==> src/rtl/ma_sched_ctrl_pkg.sv <==
// Shared types and latency constants for the MAC-array tile sequencer.
package ma_sched_pkg;

  typedef enum logic [1:0] {
    IDLE  = 2'd0,
    ISSUE = 2'd1,
    DRAIN = 2'd2,
    DONE  = 2'd3
  } state_e;

  localparam int RD_LAT_DEF = 2;
  localparam int MA_LAT_DEF = 19;
  localparam int TAG_DLY    = RD_LAT_DEF + MA_LAT_DEF + 1;

  // Issue-to-accumulator-tag distance for a given buffer/array latency pair.
  function automatic int tag_dly(input int rd_lat, input int ma_lat);
    return rd_lat + ma_lat + 1;
  endfunction

endpackage

==> src/rtl/ma_sched_ctrl_if.sv <==
// Config, credit and buffer/array signal bundle of the tile sequencer.
interface ma_sched_ctrl_if #(
  parameter int AW    = 12,
  parameter int CNT_W = 8
) ();
  import ma_sched_pkg::*;

  // I_start is a one-cycle request, accepted only while idle (no ready).
  // I_credit_ret pulses once per freed downstream beat. Read enables and
  // compute-valid are plain valid strobes: the consumer has no backpressure.
  logic             I_start;
  logic [CNT_W-1:0] I_cin_m1;
  logic [CNT_W-1:0] I_pix_m1;
  logic [CNT_W-1:0] I_cout_m1;
  logic [AW-1:0]    I_fbase;
  logic [AW-1:0]    I_wbase;
  logic             I_credit_ret;

  logic             O_frd_en;
  logic [AW-1:0]    O_faddr;
  logic             O_wrd_en;
  logic [AW-1:0]    O_waddr;
  logic             O_cpt_dv;
  logic             O_acc_first;
  logic             O_acc_last;
  logic             O_busy;
  logic             O_done;

  state_e           dbg_state;
  logic [15:0]      dbg_credits;

  modport master (
    input  I_start, I_cin_m1, I_pix_m1, I_cout_m1, I_fbase, I_wbase, I_credit_ret,
    output O_frd_en, O_faddr, O_wrd_en, O_waddr, O_cpt_dv, O_acc_first,
           O_acc_last, O_busy, O_done, dbg_state, dbg_credits
  );

  modport slave (
    output I_start, I_cin_m1, I_pix_m1, I_cout_m1, I_fbase, I_wbase, I_credit_ret,
    input  O_frd_en, O_faddr, O_wrd_en, O_waddr, O_cpt_dv, O_acc_first,
           O_acc_last, O_busy, O_done, dbg_state, dbg_credits
  );

endinterface

==> src/rtl/ma_sched_ctrl_tag_dly.sv <==
// Fixed-depth shift-register delay line with asynchronous clear.
module ma_tag_dly #(
  parameter int W     = 1,
  parameter int DEPTH = 1
) (
  input  logic         I_clk,
  input  logic         I_rst_n,
  input  logic [W-1:0] d,
  output logic [W-1:0] q
);

  logic [W-1:0] sr_q [DEPTH];

  always_ff @(posedge I_clk or negedge I_rst_n) begin
    if (!I_rst_n) begin
      for (int i = 0; i < DEPTH; i++) sr_q[i] <= '0;
    end else begin
      sr_q[0] <= d;
      for (int i = 1; i < DEPTH; i++) sr_q[i] <= sr_q[i-1];
    end
  end

  assign q = sr_q[DEPTH-1];

endmodule

==> src/rtl/ma_sched_ctrl.sv <==
// Conv-tile sequencer: walks cin/pix/cout loops, drives buffer reads and
// emits compute-valid plus accumulator first/last tags under credit control.
module ma_sched_ctrl
  import ma_sched_pkg::*;
#(
  parameter int AW      = 12,
  parameter int CNT_W   = 8,
  parameter int RD_LAT  = 2,
  parameter int MA_LAT  = 19,
  parameter int CREDITS = 16
) (
  input  logic            I_clk,
  input  logic            I_rst_n,
  ma_sched_ctrl_if.master bus
);

  localparam int TD  = tag_dly(RD_LAT, MA_LAT);
  localparam int CRW = $clog2(CREDITS + 1);
  localparam int IFW = $clog2(TD + 2) + 1;

  state_e           state_q, state_d;
  logic [CNT_W-1:0] cin_m1_q, pix_m1_q, cout_m1_q;
  logic [AW-1:0]    fbase_q, wbase_q;
  logic [CNT_W-1:0] cin_q, pix_q, cout_q;
  logic [AW-1:0]    frow_q, wrow_q;
  logic [CRW-1:0]   credits_q;
  logic [IFW-1:0]   infl_q, infl_d;
  logic             frd_en_q;
  logic [AW-1:0]    faddr_q, waddr_q;
  logic             acc_first_q, acc_last_q;

  logic             start_acc, iss, last_beat, exit_v, cpt_dv;
  logic             cin_end, pix_end, cout_end;
  logic [AW-1:0]    cin_step;
  logic [2:0]       tag_in, tag_out;

  assign start_acc = (state_q == IDLE) && bus.I_start;
  assign cin_end   = (cin_q == cin_m1_q);
  assign pix_end   = (pix_q == pix_m1_q);
  assign cout_end  = (cout_q == cout_m1_q);
  assign last_beat = cin_end && pix_end && cout_end;
  assign iss       = (state_q == ISSUE) && (credits_q != '0);
  assign cin_step  = AW'(cin_m1_q) + AW'(1);
  assign exit_v    = tag_out[2];
  assign tag_in    = {iss, iss & (cin_q == '0), iss & cin_end};

  always_comb begin
    infl_d = infl_q;
    if (iss && !exit_v)      infl_d = infl_q + IFW'(1);
    else if (!iss && exit_v) infl_d = infl_q - IFW'(1);
  end

  always_comb begin
    state_d = state_q;
    case (state_q)
      IDLE:    if (bus.I_start) state_d = ISSUE;
      ISSUE:   if (iss && last_beat) state_d = DRAIN;
      DRAIN:   if (infl_d == '0) state_d = DONE;
      DONE:    state_d = IDLE;
      default: state_d = IDLE;
    endcase
  end

  always_ff @(posedge I_clk or negedge I_rst_n) begin
    if (!I_rst_n) begin
      state_q <= IDLE;
      infl_q  <= '0;
    end else begin
      state_q <= state_d;
      infl_q  <= infl_d;
    end
  end

  // Loop walk: row offsets replace pix*(cin_m1+1) and cout*(cin_m1+1).
  always_ff @(posedge I_clk or negedge I_rst_n) begin
    if (!I_rst_n) begin
      cin_m1_q  <= '0;
      pix_m1_q  <= '0;
      cout_m1_q <= '0;
      fbase_q   <= '0;
      wbase_q   <= '0;
      cin_q     <= '0;
      pix_q     <= '0;
      cout_q    <= '0;
      frow_q    <= '0;
      wrow_q    <= '0;
    end else if (start_acc) begin
      cin_m1_q  <= bus.I_cin_m1;
      pix_m1_q  <= bus.I_pix_m1;
      cout_m1_q <= bus.I_cout_m1;
      fbase_q   <= bus.I_fbase;
      wbase_q   <= bus.I_wbase;
      cin_q     <= '0;
      pix_q     <= '0;
      cout_q    <= '0;
      frow_q    <= '0;
      wrow_q    <= '0;
    end else if (iss) begin
      if (cin_end) begin
        cin_q <= '0;
        if (pix_end) begin
          pix_q  <= '0;
          frow_q <= '0;
          cout_q <= cout_q + CNT_W'(1);
          wrow_q <= wrow_q + cin_step;
        end else begin
          pix_q  <= pix_q + CNT_W'(1);
          frow_q <= frow_q + cin_step;
        end
      end else begin
        cin_q <= cin_q + CNT_W'(1);
      end
    end
  end

  always_ff @(posedge I_clk or negedge I_rst_n) begin
    if (!I_rst_n) begin
      credits_q <= CRW'(CREDITS);
    end else if (iss && !bus.I_credit_ret) begin
      credits_q <= credits_q - CRW'(1);
    end else if (!iss && bus.I_credit_ret && credits_q != CRW'(CREDITS)) begin
      credits_q <= credits_q + CRW'(1);
    end
  end

  always_ff @(posedge I_clk or negedge I_rst_n) begin
    if (!I_rst_n) begin
      frd_en_q    <= 1'b0;
      faddr_q     <= '0;
      waddr_q     <= '0;
      acc_first_q <= 1'b0;
      acc_last_q  <= 1'b0;
    end else begin
      frd_en_q    <= iss;
      acc_first_q <= tag_out[2] & tag_out[1];
      acc_last_q  <= tag_out[2] & tag_out[0];
      if (iss) begin
        faddr_q <= fbase_q + frow_q + AW'(cin_q);
        waddr_q <= wbase_q + wrow_q + AW'(cin_q);
      end
    end
  end

  ma_tag_dly #(.W(1), .DEPTH(RD_LAT)) u_dv_dly (
    .I_clk   (I_clk),
    .I_rst_n (I_rst_n),
    .d       (frd_en_q),
    .q       (cpt_dv)
  );

  // Fed one cycle before the registered enables; the output register on the
  // tags restores alignment, and the raw exit lets DONE coincide with the
  // last tag.
  ma_tag_dly #(.W(3), .DEPTH(TD)) u_tag_dly (
    .I_clk   (I_clk),
    .I_rst_n (I_rst_n),
    .d       (tag_in),
    .q       (tag_out)
  );

  assign bus.O_frd_en    = frd_en_q;
  assign bus.O_wrd_en    = frd_en_q;
  assign bus.O_faddr     = faddr_q;
  assign bus.O_waddr     = waddr_q;
  assign bus.O_cpt_dv    = cpt_dv;
  assign bus.O_acc_first = acc_first_q;
  assign bus.O_acc_last  = acc_last_q;
  assign bus.O_busy      = (state_q != IDLE);
  assign bus.O_done      = (state_q == DONE);
  assign bus.dbg_state   = state_q;
  assign bus.dbg_credits = 16'(credits_q);

endmodule

==> src/flat_wrapper.sv <==
// flat-port wrapper written by rule: the top's interface ports become plain ports
module ma_sched_ctrl_flat import ma_sched_pkg::*;
#(
  parameter int AW      = 12,
  parameter int CNT_W   = 8,
  parameter int RD_LAT  = 2,
  parameter int MA_LAT  = 19,
  parameter int CREDITS = 16
)
  (I_clk, I_rst_n, bus_I_start, bus_I_cin_m1, bus_I_pix_m1, bus_I_cout_m1, bus_I_fbase, bus_I_wbase, bus_I_credit_ret, bus_O_frd_en, bus_O_faddr, bus_O_wrd_en, bus_O_waddr, bus_O_cpt_dv, bus_O_acc_first, bus_O_acc_last, bus_O_busy, bus_O_done, bus_dbg_state, bus_dbg_credits);
  ma_sched_ctrl_if #(.AW(AW), .CNT_W(CNT_W)) bus_i ();
  input  logic I_clk;
  input  logic I_rst_n;
  input wire logic [$bits(bus_i.I_start)-1:0] bus_I_start;
  input wire logic [$bits(bus_i.I_cin_m1)-1:0] bus_I_cin_m1;
  input wire logic [$bits(bus_i.I_pix_m1)-1:0] bus_I_pix_m1;
  input wire logic [$bits(bus_i.I_cout_m1)-1:0] bus_I_cout_m1;
  input wire logic [$bits(bus_i.I_fbase)-1:0] bus_I_fbase;
  input wire logic [$bits(bus_i.I_wbase)-1:0] bus_I_wbase;
  input wire logic [$bits(bus_i.I_credit_ret)-1:0] bus_I_credit_ret;
  output wire logic [$bits(bus_i.O_frd_en)-1:0] bus_O_frd_en;
  output wire logic [$bits(bus_i.O_faddr)-1:0] bus_O_faddr;
  output wire logic [$bits(bus_i.O_wrd_en)-1:0] bus_O_wrd_en;
  output wire logic [$bits(bus_i.O_waddr)-1:0] bus_O_waddr;
  output wire logic [$bits(bus_i.O_cpt_dv)-1:0] bus_O_cpt_dv;
  output wire logic [$bits(bus_i.O_acc_first)-1:0] bus_O_acc_first;
  output wire logic [$bits(bus_i.O_acc_last)-1:0] bus_O_acc_last;
  output wire logic [$bits(bus_i.O_busy)-1:0] bus_O_busy;
  output wire logic [$bits(bus_i.O_done)-1:0] bus_O_done;
  output wire logic [$bits(bus_i.dbg_state)-1:0] bus_dbg_state;
  output wire logic [$bits(bus_i.dbg_credits)-1:0] bus_dbg_credits;
  assign bus_i.I_start = bus_I_start;
  assign bus_i.I_cin_m1 = bus_I_cin_m1;
  assign bus_i.I_pix_m1 = bus_I_pix_m1;
  assign bus_i.I_cout_m1 = bus_I_cout_m1;
  assign bus_i.I_fbase = bus_I_fbase;
  assign bus_i.I_wbase = bus_I_wbase;
  assign bus_i.I_credit_ret = bus_I_credit_ret;
  assign bus_O_frd_en = bus_i.O_frd_en;
  assign bus_O_faddr = bus_i.O_faddr;
  assign bus_O_wrd_en = bus_i.O_wrd_en;
  assign bus_O_waddr = bus_i.O_waddr;
  assign bus_O_cpt_dv = bus_i.O_cpt_dv;
  assign bus_O_acc_first = bus_i.O_acc_first;
  assign bus_O_acc_last = bus_i.O_acc_last;
  assign bus_O_busy = bus_i.O_busy;
  assign bus_O_done = bus_i.O_done;
  assign bus_dbg_state = bus_i.dbg_state;
  assign bus_dbg_credits = bus_i.dbg_credits;
  ma_sched_ctrl #(.AW(AW), .CNT_W(CNT_W), .RD_LAT(RD_LAT), .MA_LAT(MA_LAT), .CREDITS(CREDITS)) u_core (.I_clk(I_clk), .I_rst_n(I_rst_n), .bus(bus_i));
endmodule
==> config.mk <==
export PLATFORM = sky130hd
export DESIGN_NAME = ma_sched_ctrl_flat
export DESIGN_NICKNAME = d
export VERILOG_FILES = /design/src/rtl/ma_sched_ctrl_pkg.sv /design/src/rtl/ma_sched_ctrl_if.sv /design/src/rtl/ma_sched_ctrl_tag_dly.sv /design/src/rtl/ma_sched_ctrl.sv /design/src/flat_wrapper.sv
export SDC_FILE = /design/constraint.sdc
export NUM_CORES = 1
export LEC_CHECK = 0
export CORE_MARGIN = 8
export CORE_UTILIZATION = 24
export DETAILED_ROUTE_END_ITERATION = 6
export GPL_TIMING_DRIVEN = 1
export MAX_ROUTING_LAYER = met4
export SLEW_MARGIN = 40
export SYNTH_ARGS = -nofsm -noshare
export SYNTH_HDL_FRONTEND = slang
export SYNTH_SLANG_ARGS = --single-unit
==> constraint.sdc <==
create_clock -name I_clk -period 2.9 [get_ports I_clk]
set_clock_uncertainty 0.05 [all_clocks]
set_input_delay 0.58 -clock I_clk [delete_from_list [all_inputs] [get_ports I_clk]]
set_output_delay 0.58 -clock I_clk [all_outputs]
set_load 0.005 [all_outputs]
==> metrics.yaml <==
synthesis:
  postSynthRegisterBits: 201
  synth_top_area_cell: "sky130_fd_sc_hd__dfrtp_1"
  synth_top_area_share_pct: 50.38
  synth_top_flop_cell: "sky130_fd_sc_hd__dfrtp_1"
  synth_area_per_cell_sq_um: 10.38
  postSynthCellCount: 957
  syn_area_sq_mm: 0.009933
  asyncSetResetFlopFracSynth_pct: 100.0
  list_of_most_frequent_post_synthesis_cells: "sky130_fd_sc_hd__nand2_1, sky130_fd_sc_hd__dfrtp_1, sky130_fd_sc_hd__ha_1"
  yosys.cell_types.count: 65
  synth-edff-count: 0
  dominant_cell_by_count_in_the_synthesized_netlist: "sky130_fd_sc_hd__nand2_1"
  sequential_element_share_of_the_synthesized_area_pct: 50.65
  cell_types_with_the_largest_area_share_after_synthesis: "sky130_fd_sc_hd__dfrtp_1, sky130_fd_sc_hd__nand2_1, sky130_fd_sc_hd__ha_1"
  synthesis.yosys.warnings: 0
timing:
  setup_total_negative_slack_ns: 0
  period_needed_ns: 2.796
  final-hold-violation-count: 0
  slew-limit-headroom_pct: 59.19
  slew_violations: 0
  grt_setup_unrepaired: "yes"
  layout_worst_path_cycle_share_pct: 96.41
  worstMarginPinSlew_ns: 0.6122
  finalSetupViolations: 0
  achievable-frequency_mhz: 357.7
  setup_slack_ns: 0.1041
worst_hold_path:
  hp-class: "in2async"
cts:
  cts_inserted_buffers: 26
  cts_hold_buffers: 0
  clk_transition_reported_paths_ns: 0.06
  clkLatencyLatePin_ns: 0.53
  max-clock-path-buffers: 3
  clock_sink_count: 201
  tritoncts_clock_tree: "done"
  cts_max_level: 1
  ctsRootBufferMaster: "sky130_fd_sc_hd__clkbuf_16"
final_layout:
  layout-drive-gt1-share_pct: 10.56
  area_growth_pct: 27.59
  seqCellArea_sq_mm: 0.005032
  design.final.nets: 1225
  multi_input_combinational_cell_area_sq_mm: 0.004686
  final_core_utilization_pct: 31.04
  layout.filler_cells: 4211
  n_antenna_cell: 0
route:
  vias: 7172
  first_iter_violations: 468
  wl_cell_um: 14.86
  drt_pre_antenna_iters: 7
  ant_nets: 0
  post_detailed_routing_wire_length_um: 24380
  drc: 0
  routed_via_density: 4.373
setup_path:
  crit_path_max_fanout: 3
  timing.critical_path.from: "u_core.cin_q[1]"
  crit_path_start_kind: "flop"
  r2r_start: "u_core.cin_q[1]"
  worst-endpoint-required_ns: 3.30
  setup.worst_path.end_class: "flop"
  critPathKind: "reg2reg"
  worst_path_arrival_ns: 3.19
grt:
  grt_first_pass_wirelength_um: 39480
  via_count_of_the_first_global_routing_pass: 7315
  grt_util_all_layers_pct: 10.45
  gr-total-overflow: 0
  gr-max-usage-layer: "met2"
  globalRouteMet3Util_pct: 2.051
  largest_net_degree_at_the_start_of_global_routing: 70
  grt.met1_usage_pct: 13.13
  number_of_antenna_violations_at_the_first_check_in_global_routing: 0
  globalRouteMet2Util_pct: 17.13
power_and_ir_drop:
  peakVddDrop_uv: 458.8
  power.density_cell_area_mw_per_mm2: 1109
  p_leak_nw: 6.036
placement:
  dp_worst_setup_slack_ns: -0.04806
  portBuffers: 89
  detailedPlacementHpwl_um: 18070
  gpl.final_weighted_congestion: 0.8543
floorplan:
  initial_utilization_pct: 24.33
  floorplan.die_area_sq_mm: 0.04815
  floorplan.core_area_sq_mm: 0.04083
  fp.dieW_um: 219.4
  die_h_um: 219.4
  pin_count: 101
  rows: 74
flow_run:
  max_cap_violations: 0
status:
  run_status: "finished clean"
[cell families (layout without fill, tap and decap cells)]
family / Yosys count / in the layout / share of synthesized area (%)
other cells: 1 / 11 / 0.03775
compound gates: 173 / 173 / 11.37
fa+ha+maj: 83 / 83 / 12.04
simple gates: 339 / 339 / 15.15
buf+inv: 78 / 219 / 3.426
mux: 4 / 4 / 0.4408
xor+xnor: 78 / 78 / 6.877
flops: 201 / 201 / 50.65
[what timing repair did]
item                                    4_1_cts  5_1_grt
cloned                                        0        0
pin swaps                                     1        4
endpoints found under the hold margin         0        0
endpoints found under the setup margin        2       10
buffers inserted                              1        1
gates resized for setup                       3       17
[cell type report]
class,count,area share [%]
multi-input cells,688,36.97
flip-flops and latches,201,39.71
well taps,532,5.252
clock buffers,37,5.864
clock inverters,9,0.8392
repair buffers,137,10.30
inverters,36,1.066
[per-stage QoR]
stage | power [mW] | cell area, sq um | cells | hold slack (ns)
after floorplan | 8.497 | 9971 | 967 | 0.2344
after global placement | 10.69 | 11720 | 1592 | 0.2821
after detailed placement | 10.86 | 11720 | 1592 | 0.2847
after CTS | 14.16 | 12580 | 1639 | 0.04103
after global routing | 15.24 | 12670 | 1640 | 0.06975
final | 14.06 | 12670 | 1640 | 0.03802
[cell usage in the layout (no fill, tap or decap), types with 3 or more instances in the layout]
| cell | netlist | routed |
|---|---|---|
| sky130_fd_sc_hd__nand4_1 | 8 | 8 |
| sky130_fd_sc_hd__nor4_1 | 5 | 5 |
| sky130_fd_sc_hd__clkbuf_1 | 23 | 7 |
| sky130_fd_sc_hd__o2111ai_1 | 3 | 3 |
| sky130_fd_sc_hd__ha_1 | 62 | 61 |
| sky130_fd_sc_hd__conb_1 | 1 | 11 |
| sky130_fd_sc_hd__a31oi_1 | 10 | 10 |
| sky130_fd_sc_hd__clkdlybuf4s50_1 | 0 | 88 |
| sky130_fd_sc_hd__a22o_1 | 11 | 11 |
| sky130_fd_sc_hd__clkinv_2 | 0 | 3 |
| sky130_fd_sc_hd__inv_1 | 35 | 35 |
| sky130_fd_sc_hd__o31ai_1 | 6 | 4 |
| sky130_fd_sc_hd__buf_12 | 0 | 4 |
| sky130_fd_sc_hd__o211ai_1 | 7 | 7 |
| sky130_fd_sc_hd__a21o_1 | 12 | 12 |
| sky130_fd_sc_hd__nor2_1 | 43 | 42 |
| sky130_fd_sc_hd__clkbuf_16 | 0 | 27 |
| sky130_fd_sc_hd__nand2_1 | 213 | 213 |
| sky130_fd_sc_hd__clkbuf_8 | 0 | 4 |
| sky130_fd_sc_hd__dfrtp_1 | 200 | 199 |
| sky130_fd_sc_hd__xnor2_1 | 38 | 38 |
| sky130_fd_sc_hd__nor3_1 | 11 | 11 |
| sky130_fd_sc_hd__buf_4 | 12 | 44 |
| sky130_fd_sc_hd__o21ai_0 | 61 | 60 |
| sky130_fd_sc_hd__clkinvlp_4 | 0 | 3 |
| sky130_fd_sc_hd__and3_1 | 6 | 6 |
| sky130_fd_sc_hd__o41ai_1 | 3 | 3 |
| sky130_fd_sc_hd__a21oi_1 | 22 | 21 |
| sky130_fd_sc_hd__nor2b_1 | 5 | 5 |
| sky130_fd_sc_hd__or3_1 | 9 | 9 |
| sky130_fd_sc_hd__fa_1 | 21 | 19 |
| sky130_fd_sc_hd__nand2b_1 | 10 | 9 |
| sky130_fd_sc_hd__and2_1 | 4 | 3 |
| sky130_fd_sc_hd__nand3_1 | 11 | 10 |
| sky130_fd_sc_hd__o21a_1 | 9 | 9 |
| sky130_fd_sc_hd__xor2_1 | 40 | 39 |
| sky130_fd_sc_hd__a211oi_1 | 8 | 7 |
[flip-flops by register name, summed over array words and instances (netlist names), 2 cells and up]
name and flops:
u_core.pix_m1_q 8, u_core.wrow_q 12, u_core.cout_m1_q 8, u_core.infl_q 6
u_core.cin_q 8, u_core.u_tag_dly.sr_q 60, u_core.cout_q 8, u_core.wbase_q 12
u_core.pix_q 8, u_core.frow_q 12, u_core.cin_m1_q 8, u_core.u_tag_dly.q 3
u_core.bus.O_waddr 12, u_core.credits_q 5, u_core.fbase_q 12, u_core.bus.dbg_state 2
u_core.bus.O_faddr 12
[critical path, cell delays in order (launching register included)]
cell,delay [ns]
sky130_fd_sc_hd__dfrtp_2,0.44
sky130_fd_sc_hd__fa_1,0.53
sky130_fd_sc_hd__ha_1,0.17
sky130_fd_sc_hd__inv_1,0.06
sky130_fd_sc_hd__fa_1,0.39
sky130_fd_sc_hd__nor2b_1,0.13
sky130_fd_sc_hd__o21ai_0,0.11
sky130_fd_sc_hd__a21boi_1,0.22
sky130_fd_sc_hd__o21ai_2,0.11
sky130_fd_sc_hd__a211oi_2,0.24
sky130_fd_sc_hd__nor3_1,0.08
sky130_fd_sc_hd__o31ai_1,0.18
[power by group]
group / switching (mW) / internal [mW] / leakage (nW)
Clock: 1.21 / 1.95 / 0.408
Combinational: 3.33 / 3.01 / 3.02
Sequential: 0.742 / 3.81 / 2.61
Total: 5.28 / 8.77 / 6.04
[path summary, 6_finish.rpt]
path / to / slack (ns) / depth (start not counted)
min in group I_clk: u_core.u_tag_dly.sr_q[23] / 0.29 / 0
hold / removal: u_core.u_tag_dly.sr_q[14] / 0.04 / 1
setup reg to reg: u_core.bus.O_faddr[9] / 0.10 / 11
hold reg to reg: u_core.u_tag_dly.sr_q[23] / 0.29 / 0
max in group asynchronous: u_core.u_tag_dly.sr_q[38] / 2.02 / 2
setup / recovery: u_core.bus.O_faddr[9] / 0.10 / 11
[routing by layer]
layer | wire length, um | share of wire [%]
met1 | 11070 | 45
met2 | 11760 | 48
met3 | 997 | 4.1
met4 | 550 | 2.3
met5 | 0 | 0
Power figures use the tool's default switching activity.
